[config.mk]
export PLATFORM = sky130hd
export DESIGN_NAME = mmio_virtual_mem
export DESIGN_NICKNAME = d
export VERILOG_FILES = /design/src/rtl/mmio_pkg.sv /design/src/rtl/kbd_fifo.sv /design/src/rtl/mmio_virtual_mem.sv
export SDC_FILE = /design/constraint.sdc
export NUM_CORES = 1
export LEC_CHECK = 0
export ABC_AREA = 1
export CORE_MARGIN = 2
export CORE_UTILIZATION = 50
export CTS_CLUSTER_DIAMETER = 150
export DETAILED_ROUTE_END_ITERATION = 10
export PLACE_DENSITY_LB_ADDON = 0.25
export SYNTH_ARGS = -nofsm -noshare
export SYNTH_HDL_FRONTEND = slang
export SYNTH_SLANG_ARGS = --single-unit
[constraint.sdc]
create_clock -name clock -period 5.9 [get_ports clock]
set_input_delay 1.18 -clock clock [delete_from_list [all_inputs] [get_ports clock]]
set_output_delay 1.18 -clock clock [all_outputs]
set_load 0.01 [all_outputs]
[src/rtl/mmio_pkg.sv]
// Purpose: shared constants and types for the MMIO "virtual memory" bank that
// sits beside DMEM. Holds the window offsets, the status-word overflow bit
// position, the decoded-access types and a small address helper.
// Ports: none (package).
package mmio_pkg;

  localparam int ADDR_W = 12;
  localparam int DATA_W = 32;
  localparam int CODE_W = 8;

  // Offsets inside the keyboard window.
  localparam int KBD_DATA_OFS = 0;
  localparam int KBD_STAT_OFS = 1;

  // Offsets inside one player's slot, and the distance between slots.
  localparam int PX_OFS        = 0;
  localparam int PY_OFS        = 1;
  localparam int PVEL_OFS      = 2;
  localparam int PLAYER_STRIDE = 4;

  // Sticky-overflow flag position in the keyboard status word.
  localparam int OVF_BIT = 31;

  typedef enum logic [1:0] {
    ACC_NONE,
    ACC_KBD_DATA,
    ACC_KBD_STAT,
    ACC_PLAYER
  } acc_kind_e;

  // Encodings match the PX/PY/PVEL offsets so a slot offset casts straight in.
  typedef enum logic [1:0] {
    FLD_X    = 2'd0,
    FLD_Y    = 2'd1,
    FLD_VEL  = 2'd2,
    FLD_NONE = 2'd3
  } player_fld_e;

  typedef struct packed {
    acc_kind_e          kind;
    logic [ADDR_W-3:0]  player;
    player_fld_e        field;
  } mmio_dec_t;

  // The processor data address is only 12 bits wide, so the decimal bases
  // (4100, 4200, ...) are seen modulo 4096 on the bus.
  function automatic logic [ADDR_W-1:0] bus_addr(input int base);
    return base[ADDR_W-1:0];
  endfunction

endpackage

[src/rtl/kbd_fifo.sv]
// Purpose: scan-code FIFO for the keyboard window. Power-of-two depth, pointers
// wrap naturally, occupancy count is one bit wider than the pointers.
// A pop on an empty FIFO is ignored; a push on a full FIFO is accepted only when
// a pop happens in the same cycle (the caller decides what to do with drops).
// Ports:
//   clock  in   system clock
//   reset  in   asynchronous active-low reset (empties the FIFO)
//   push   in   write wdata this cycle
//   pop    in   advance the head this cycle
//   wdata  in   WIDTH  code to store
//   head   out  WIDTH  oldest stored code (undefined when empty)
//   full   out  count == DEPTH
//   empty  out  count == 0
//   count  out  $clog2(DEPTH)+1  current occupancy
module kbd_fifo #(
  parameter int WIDTH = 8,
  parameter int DEPTH = 8
) (
  input  logic                     clock,
  input  logic                     reset,
  input  logic                     push,
  input  logic                     pop,
  input  logic [WIDTH-1:0]         wdata,
  output logic [WIDTH-1:0]         head,
  output logic                     full,
  output logic                     empty,
  output logic [$clog2(DEPTH):0]   count
);

  localparam int PTR_W = $clog2(DEPTH);
  localparam int CNT_W = PTR_W + 1;

  logic [WIDTH-1:0] mem [DEPTH];
  logic [PTR_W-1:0] wr_ptr;
  logic [PTR_W-1:0] rd_ptr;
  logic             do_push;
  logic             do_pop;

  assign empty   = (count == '0);
  assign full    = (count == CNT_W'(DEPTH));
  assign do_pop  = pop && !empty;
  // A full FIFO still takes a push when the head leaves in the same cycle.
  assign do_push = push && (!full || do_pop);
  assign head    = mem[rd_ptr];

  // Storage has no reset: the pointers and count define what is valid.
  always_ff @(posedge clock) begin
    if (do_push) begin
      mem[wr_ptr] <= wdata;
    end
  end

  always_ff @(posedge clock or negedge reset) begin
    if (!reset) begin
      wr_ptr <= '0;
      rd_ptr <= '0;
      count  <= '0;
    end else begin
      if (do_push) begin
        wr_ptr <= wr_ptr + 1'b1;
      end
      if (do_pop) begin
        rd_ptr <= rd_ptr + 1'b1;
      end
      case ({do_push, do_pop})
        2'b10:   count <= count + 1'b1;
        2'b01:   count <= count - 1'b1;
        default: count <= count;
      endcase
    end
  end

endmodule

[src/rtl/mmio_virtual_mem.sv]
// Purpose: memory-mapped I/O bank above DMEM for the game processor. Decodes
// processor data-port accesses in the keyboard and player windows, buffers
// PS/2 scan codes in a FIFO, holds per-player x/y/velocity registers and
// returns registered read data (one cycle latency) for the proc_data_in mux.
// Ports:
//   clock            in   system clock, all state on posedge
//   reset            in   asynchronous active-low reset
//   address_dmem     in   12   processor data address
//   wren             in   processor write enable
//   data             in   32   processor write data
//   ps2_key_pressed  in   PS/2 code-valid level (rising edge pushes)
//   ps2_out          in   8    PS/2 scan code
//   mmio_hit         out  previous-cycle address was a mapped location
//   mmio_rdata       out  32   registered read data
//   isKeyboardLoad   out  one-cycle pulse after a keyboard data read
//   player_x         out  32*NUM_PLAYERS  player i x at [32*i +: 32]
//   player_y         out  32*NUM_PLAYERS  player i y at [32*i +: 32]
module mmio_virtual_mem
  import mmio_pkg::*;
#(
  parameter int NUM_PLAYERS = 2,
  parameter int KBD_DEPTH   = 8,
  parameter int KBD_BASE    = 4100,
  parameter int PLAYER_BASE = 4200,
  parameter int RESET_X     = 240,
  parameter int RESET_Y     = 240
) (
  input  logic                        clock,
  input  logic                        reset,
  input  logic [ADDR_W-1:0]           address_dmem,
  input  logic                        wren,
  input  logic [DATA_W-1:0]           data,
  input  logic                        ps2_key_pressed,
  input  logic [CODE_W-1:0]           ps2_out,
  output logic                        mmio_hit,
  output logic [DATA_W-1:0]           mmio_rdata,
  output logic                        isKeyboardLoad,
  output logic [32*NUM_PLAYERS-1:0]   player_x,
  output logic [32*NUM_PLAYERS-1:0]   player_y
);

  localparam int CNT_W = $clog2(KBD_DEPTH) + 1;

  localparam logic [ADDR_W-1:0] KBD_DATA_ADDR = bus_addr(KBD_BASE + KBD_DATA_OFS);
  localparam logic [ADDR_W-1:0] KBD_STAT_ADDR = bus_addr(KBD_BASE + KBD_STAT_OFS);
  localparam logic [ADDR_W-1:0] PLAYER_ADDR   = bus_addr(PLAYER_BASE);

  mmio_dec_t          dec;
  logic [ADDR_W-1:0]  player_off;
  logic               key_q;
  logic               push;
  logic               pop_req;
  logic               stat_rd;
  logic               wr_player;
  logic               drop;
  logic               overflow;
  logic [DATA_W-1:0]  rdata_next;

  logic [CODE_W-1:0]  fifo_head;
  logic               fifo_full;
  logic               fifo_empty;
  logic [CNT_W-1:0]   fifo_count;

  logic [DATA_W-1:0]  px [NUM_PLAYERS];
  logic [DATA_W-1:0]  py [NUM_PLAYERS];
  logic [DATA_W-1:0]  pvel [NUM_PLAYERS];

  // Address decode. A player slot is PLAYER_STRIDE (4) words, so the slot
  // index is the offset above bit 1 and the field is the low two bits; the
  // fourth word of each slot is a hole.
  always_comb begin
    dec        = '{kind: ACC_NONE, player: '0, field: FLD_NONE};
    player_off = address_dmem - PLAYER_ADDR;
    if (address_dmem == KBD_DATA_ADDR) begin
      dec.kind = ACC_KBD_DATA;
    end else if (address_dmem == KBD_STAT_ADDR) begin
      dec.kind = ACC_KBD_STAT;
    end else if ((address_dmem >= PLAYER_ADDR) &&
                 (player_off[ADDR_W-1:2] < (ADDR_W-2)'(NUM_PLAYERS)) &&
                 (player_off[1:0] != 2'(PLAYER_STRIDE - 1))) begin
      dec.kind   = ACC_PLAYER;
      dec.player = player_off[ADDR_W-1:2];
      dec.field  = player_fld_e'(player_off[1:0]);
    end
  end

  assign push      = ps2_key_pressed && !key_q;
  assign pop_req   = (dec.kind == ACC_KBD_DATA) && !wren;
  assign stat_rd   = (dec.kind == ACC_KBD_STAT) && !wren;
  assign wr_player = (dec.kind == ACC_PLAYER) && wren;
  // A code is lost only when the FIFO is full and nothing leaves this cycle.
  assign drop      = push && fifo_full && !pop_req;

  kbd_fifo #(
    .WIDTH (CODE_W),
    .DEPTH (KBD_DEPTH)
  ) u_kbd_fifo (
    .clock (clock),
    .reset (reset),
    .push  (push),
    .pop   (pop_req),
    .wdata (ps2_out),
    .head  (fifo_head),
    .full  (fifo_full),
    .empty (fifo_empty),
    .count (fifo_count)
  );

  // Edge-detect history and sticky overflow. A drop in the same cycle as a
  // status read wins, so the flag stays set.
  always_ff @(posedge clock or negedge reset) begin
    if (!reset) begin
      key_q    <= 1'b0;
      overflow <= 1'b0;
    end else begin
      key_q <= ps2_key_pressed;
      if (drop) begin
        overflow <= 1'b1;
      end else if (stat_rd) begin
        overflow <= 1'b0;
      end
    end
  end

  // Player register array.
  always_ff @(posedge clock or negedge reset) begin
    if (!reset) begin
      for (int i = 0; i < NUM_PLAYERS; i++) begin
        px[i]   <= DATA_W'(RESET_X);
        py[i]   <= DATA_W'(RESET_Y);
        pvel[i] <= '0;
      end
    end else if (wr_player) begin
      for (int i = 0; i < NUM_PLAYERS; i++) begin
        if (dec.player == (ADDR_W-2)'(i)) begin
          case (dec.field)
            FLD_X:   px[i]   <= data;
            FLD_Y:   py[i]   <= data;
            FLD_VEL: pvel[i] <= data;
            default: ;
          endcase
        end
      end
    end
  end

  // Read mux. Writes and unmapped reads return zero; an empty FIFO read
  // returns zero rather than a stale head.
  always_comb begin
    rdata_next = '0;
    if (!wren) begin
      case (dec.kind)
        ACC_KBD_DATA: begin
          if (!fifo_empty) begin
            rdata_next = {{(DATA_W-CODE_W){1'b0}}, fifo_head};
          end
        end
        ACC_KBD_STAT: begin
          rdata_next[OVF_BIT] = overflow;
          rdata_next[7:0]     = 8'(fifo_count);
        end
        ACC_PLAYER: begin
          for (int i = 0; i < NUM_PLAYERS; i++) begin
            if (dec.player == (ADDR_W-2)'(i)) begin
              case (dec.field)
                FLD_X:   rdata_next = px[i];
                FLD_Y:   rdata_next = py[i];
                FLD_VEL: rdata_next = pvel[i];
                default: rdata_next = '0;
              endcase
            end
          end
        end
        default: rdata_next = '0;
      endcase
    end
  end

  // Registered read port.
  always_ff @(posedge clock or negedge reset) begin
    if (!reset) begin
      mmio_hit       <= 1'b0;
      mmio_rdata     <= '0;
      isKeyboardLoad <= 1'b0;
    end else begin
      mmio_hit       <= (dec.kind != ACC_NONE);
      mmio_rdata     <= rdata_next;
      isKeyboardLoad <= pop_req;
    end
  end

  for (genvar g = 0; g < NUM_PLAYERS; g++) begin : g_player_out
    assign player_x[32*g +: 32] = px[g];
    assign player_y[32*g +: 32] = py[g];
  end

endmodule
# Word-level counts from Yosys, hierarchy flattened
# Memory sizes are Yosys's and may differ from the RTL's.
# Index checks and enable logic that the tools add are counted.
[word_totals]
in_bits = 56
ramBits = 64
ff_bits = 238
memories = 1
elab_cells = 81
[classes]
order_cmp = 2
n_eq_ne = 12
reduce_logical = 28
muxes = 19
add_sub_neg = 5
[mem_list]
columns = ["name", "depth", "word_bits", "rd", "rd_ports_with_merged_regs", "write_ports", "line", "source"]
rows = [
  ["u_kbd_fifo.mem", 8, 8, 1, 0, 1, "kbd_fifo.sv:33", "logic [WIDTH-1:0] mem [DEPTH];"],
]
[ops]
columns = ["operator", "count"]
rows = [
  ["one-hot mux 32 bit (3 select lines)", 2],
  ["2-to-1 mux 32 bit", 3],
  ["one-hot mux 23 bit (2 select lines)", 1],
  ["equality test 12 x 3 -> 1 bit (second input constant)", 2],
  ["2-to-1 mux 12 bit", 2],
  ["one-hot mux 8 bit (3 select lines)", 1],
  ["AND reduction 3 bit", 6],
  ["2-to-1 mux 14 bit", 1],
  ["greater-or-equal comparator 12 x 7 -> 1 bit (second input constant)", 1],
  ["subtractor 12 x 7 -> 12 bit (second input constant)", 1],
  ["equality test 10 x 1 -> 1 bit (second input constant)", 1],
  ["logical AND 1 bit", 10],
  ["zero test 10 bit", 1],
  ["less-than comparator 10 x 2 -> 1 bit (second input constant)", 1],
  ["equality test 2 bit (second input constant)", 4],
  ["2-to-1 mux 8 bit", 1],
  ["one-hot mux 4 bit (2 select lines)", 1],
  ["adder 3 x 1 -> 3 bit (second input constant)", 2],
  ["equality test 2 x 1 -> 1 bit (second input constant)", 3],
  ["nonzero test 2 bit", 3],
  ["zero test 1 bit", 5],
  ["adder 4 x 1 -> 4 bit (second input constant)", 1],
  ["equality test 4 bit (second input constant)", 1],
  ["zero test 4 bit", 1],
  ["7 further kinds", 11],
]

# Longest topological paths before layout
[depth]
word_depth = 14
ltp_mapped = 17
depth_no_buf = 16

# Cells and area by module
# Synthesis repeated with hierarchy kept, for this count alone.
[unflattened]
hier_cells = 1460
area_unflattened_um2 = 13238.9
[by_module_without_submodules]
columns = ["mod", "n_inst", "area_per_inst_um2", "seq_area_each_um2", "cells_each"]
rows = [
  ["mmio_virtual_mem", 1, 10110.9, 5725.5, 1206],
  ["kbd_fifo", 1, 3128.0, 2172.1, 254],
]

# Worst setup path before layout
# Ideal clock, no wire load.
[synth_path]
path_kind = "in2reg"
start = "input port address_dmem[10]"
end = "register u_kbd_fifo.count[3]"
stages = 15
arrival_ps = 3159
path_slack_ps = 2625
setup_ps = 117
required_time_ps = 5783
cell_sequence = "nor2_1 nand2_1 nor4_1 nand2_1 nor2_4 nand2_1 nor2_1 ha_1 nand2_1 nor2_1 a211oi_1 nand3b_1 nand2_1 nand2_1 nand2_1"
[synth_between]
elab_chain_len = 14
[synth_rtl]
columns = ["element", "line", "source"]
rows = [
  ["start, declared", "mmio_virtual_mem.sv:30", "input logic [ADDR_W-1:0] address_dmem,"],
  ["subtractor 12 x 7 -> 12 bit", "mmio_virtual_mem.sv:73", "player_off = address_dmem - PLAYER_ADDR;"],
  ["less-than comparator 10 x 2 -> 1 bit", "mmio_virtual_mem.sv:79", "(player_off[ADDR_W-1:2] < (ADDR_W-2)'(NUM_PLAYERS)) &&"],
  ["logical AND 1 bit", "mmio_virtual_mem.sv:78", "end else if ((address_dmem >= PLAYER_ADDR) &&"],
  ["logical AND 1 bit", "mmio_virtual_mem.sv:79", ""],
  ["2-to-1 mux 14 bit", "mmio_virtual_mem.sv:78", ""],
  ["2-to-1 mux 2 bit", "mmio_virtual_mem.sv:76", "end else if (address_dmem == KBD_STAT_ADDR) begin"],
  ["2-to-1 mux 2 bit (*)", "mmio_virtual_mem.sv:74", "if (address_dmem == KBD_DATA_ADDR) begin"],
  ["equality test 2 x 1 -> 1 bit (*)", "mmio_virtual_mem.sv:88", "assign pop_req = (dec.kind == ACC_KBD_DATA) && !wren;"],
  ["logical AND 1 bit (*)", "mmio_virtual_mem.sv:88", ""],
  ["logical AND 1 bit (*)", "kbd_fifo.sv:41", "assign do_pop = pop && !empty;"],
  ["logical OR 1 bit", "kbd_fifo.sv:43", "assign do_push = push && (!full || do_pop);"],
  ["logical AND 1 bit", "kbd_fifo.sv:43", ""],
  ["equality test 2 x 1 -> 1 bit or equality test 2 bit (tied branches)", "kbd_fifo.sv:65", "case ({do_push, do_pop})"],
  ["one-hot mux 4 bit (2 select lines) or nonzero test 2 bit (tied branches)", "-", ""],
  ["end signal, assigned", "kbd_fifo.sv:66", "2'b10: count <= count + 1'b1;"],
  ["end signal, assigned", "kbd_fifo.sv:67", "2'b01: count <= count - 1'b1;"],
  ["end signal, assigned", "kbd_fifo.sv:68", "default: count <= count;"],
  ["end, declared", "kbd_fifo.sv:27", "output logic [$clog2(DEPTH):0] count"],
]
# Mark *: on every way between the ends. The rest lies on a longest branch, timed or not.
# A chain may end at the register's enable or synchronous reset.

# Final worst setup path
[layout_path]
start = "input port address_dmem[3]"
end = "register pvel[22] (netlist bit)"
[layout_between]
elab_chain_len = 10
[layout_rtl]
columns = ["element", "line", "source"]
rows = [
  ["branches (longest 9 deep; another with subtractor 12 x 7 -> 12 bit)", "-", ""],
  ["AND reduction 3 bit (no line) (*)", "-", ""],
  ["end signal, assigned by index", "mmio_virtual_mem.sv:139", "FLD_VEL: pvel[i] <= data;"],
  ["end, declared", "mmio_virtual_mem.sv:66", "logic [DATA_W-1:0] pvel [NUM_PLAYERS];"],
]
# Mark *: on every way between the ends.

==> impl_metrics.json <==
{
  "status": "complete, no violations",
  "max_freq_mhz": 225,
  "dieWidth_um": 165,
  "placed_area_mm2": 0.0154,
  "io_pins": 218,
  "syn_to_final_growth_pct": 26.9,
  "grt_pass1_wl_um": 57200,
  "layout_min_cycle_time_ps": 4440,
  "fp.coreArea_mm2": 0.0258,
  "drt_iter0_drc": 952,
  "fin_skew_ps": 18.4,
  "yosys.area.top_type": "dfrtp_1",
  "die_y_um": 165,
  "antenna_left": 0,
  "htree_levels": 2,
  "power_density_mw_per_mm2": 274,
  "maxCapViolations": 0,
  "cts_buffers": 34,
  "path_clk_slew_ps": 60,
  "nets": 1684,
  "tightest_slew_ps": 1210,
  "p_leak_uw": 0.00677,
  "rsz0062_at_grt": "no",
  "yosysTopAreaCellShare": 0.427,
  "num_vias": 11006,
  "syn_avg_cell_area_um2": 9.07,
  "drive_gt1_frac": 0.0620,
  "crit_start": "address_dmem[3]",
  "cts_resized": 0,
  "grt_pass1_vias": 10538,
  "synth.net_count": 1497,
  "fin_setup_tns_ps": 0,
  "synth_edf_count": 64,
  "post_cts_buffers": 0,
  "required_ps": 6290,
  "min_path_cells": 2,
  "synthArstFlopShare": 0.788,
  "start_kind": "input port",
  "cts_num_sinks": 302,
  "wl_um": 36100,
  "grt_overflow_total": 0,
  "synth_cells": 1435,
  "cts_root_buf": "clkbuf_16",
  "remaining_drc_errors": 0,
  "cts_tree": "built",
  "cts_buffer_depth": 3,
  "setup_viol": 0,
  "numPortBuffers": 217,
  "critPathKind": "in -> reg",
  "cp-end-kind": "flip-flop",
  "start_util": 0.504,
  "post-route-period-util": 0.753,
  "antenna_found_initial": 0,
  "hold_violations": 0,
  "routedWlPerCell_um": 18.2,
  "insertedDiodeCount": 0,
  "relSlewSlack": 0.194,
  "cts_hold_buf": 0,
  "slew_viol_final": 0,
  "synth_area_mm2": 0.0130,
  "yosys-top-cells-area": "dfrtp_1 43%, edfxtp_1 15%, nand2_1 13%, o21ai_0 7.8%, nand4_1 3.6%",
  "path_max_fanout": 64,
  "rr_startpoint": "u_kbd_fifo.rd_ptr[0]",
  "ir_drop_mv": 0.203,
  "die-area_mm2": 0.0273,
  "ys_ff_latch": 302,
  "first_pass_iters": 5,
  "rows": 59,
  "yosysUniqueCellTypes": 33,
  "grt_max_degree": 125,
  "viasPerCell": 5.56,
  "ys.flop_type": "dfrtp_1",
  "finalInstanceArea_mm2": 0.0165,
  "ys_warn_count": 0,
  "insertion_delay_ps": 520,
  "gr-usage-all-layers": 0.269,
  "place_congestion": 0.876,
  "ff2ff_path_depth": 7,
  "min_from": "pvel[39]",
  "cp.arrival_ps": 4830,
  "hold_path_class": "reg -> reg",
  "dp_hpwl_um": 22900,
  "ys_seq_area_frac": 0.607
}
==> cells by family after synthesis <==
kind of cell	synth area share
buffers and inverters	0.0473
DFF	0.607
adders and majority gates	0.00634
AOI/OAI and AO/OA	0.109
xor gates and xnor gates	0.00336
and+or+nand+nor	0.227
==> synthesized netlist by cell type, types with 16 or more instances <==
| cell type | count |
|---|---|
| o21ai_0 | 204 |
| nor2_1 | 107 |
| nand2_1 | 452 |
| inv_1 | 69 |
| nand3_1 | 43 |
| dfrtp_1 | 222 |
| clkbuf_1 | 59 |
| edfxtp_1 | 64 |
| nand4_1 | 75 |
| o32ai_1 | 16 |
| a21oi_1 | 34 |
| dfstp_2 | 16 |
==> through the flow <==
| stage | std cells | setup slack (ps) | total power [uW] | utilization | hold WS, ps |
|---|---|---|---|---|---|
| detailed placement | 1921 | 992 | 2550 | 0.598 | 474 |
| CTS | 1981 | 1490 | 4560 | 0.639 | 488 |
| finish | 1981 | 1460 | 4530 | 0.639 | 486 |
| floorplan | 1435 | 2620 | 2400 | - | 453 |
| global placement | 1921 | 1250 | 2530 | 0.598 | 466 |
| global route | 1981 | 1070 | 4700 | 0.639 | 506 |
==> state kept, by name, indices dropped and copies added (netlist names), 3 cells and up <==
register	count
player_y	64
u_kbd_fifo.rd_ptr	3
mmio_rdata	32
pvel	64
u_kbd_fifo.count	4
player_x	64
u_kbd_fifo.mem	64
u_kbd_fifo.wr_ptr	3
==> metal layers <==
layer	routed length [um]	share of wire	vias up	global-route usage
met2	16900	0.47	474	0.427
met5	0	0	-	0
li1	-	-	5158	-
met1	15100	0.42	5302	0.372
met4	1020	0.028	0	0.0878
met3	3030	0.084	72	0.0574
==> path summary, 6_finish.rpt <==
path,endpoint,slack (ps)
setup / recovery,pvel[22],1460
min in group asynchronous,pvel[38],790
setup reg to reg,mmio_rdata[1],2990
hold reg to reg,pvel[39],490
hold / removal,pvel[39],490
max in group asynchronous,pvel[29],3980
==> where the power goes <==
group          internal (uW)  total (uW)  leakage (uW)  switching (uW)
clock                   1200        2020      0.000524             821
sequential              2190        2240       0.00381            43.2
combinational           94.6         273       0.00244             179
==> worst max-delay path, stage by stage <==
cell and delay [ps]:
clkdlybuf4s50_1 530, inv_1 120, ha_1 240, inv_1 80, nand3_1 120, nand2_1 90
nand2_1 50, nand2_1 50, nand3_1 110, nor2_4 400, nand3_2 430, nor2_2 300
nand2_2 650, o21ai_0 440
==> placed cells by master, fill, tap and decap left out, types with 2 or more instances in the layout <==
cell type	instances
clkbuf_1	10
inv_1	69
nand3b_1	2
clkbuf_8	5
clkdlybuf4s50_1	216
edfxtp_1	64
buf_4	17
o21ai_0	204
dfrtp_1	222
o32ai_1	16
nand3_2	3
clkinv_8	2
nand2_1	450
a21oi_1	34
clkinv_1	4
nand2_2	6
o21ai_1	9
clkinv_2	3
nor2_2	3
clkbuf_16	35
nor3_4	2
ha_1	5
dfstp_2	16
nor2_4	5
nor4_1	3
nand4_1	75
a22oi_1	4
xor2_1	5
nor2_1	105
nand3_1	43
==> area by class of cell <==
cell class | instances | area [um^2]
fillers | 2193 | 9320
inverters | 71 | 267
multi-input cells | 978 | 4530
clock buffers | 50 | 982
repair buffers | 235 | 2320
well taps | 335 | 419
clock inverters | 10 | 96.3
flip-flops and latches | 302 | 7900
Power figures use the tool's default switching activity.
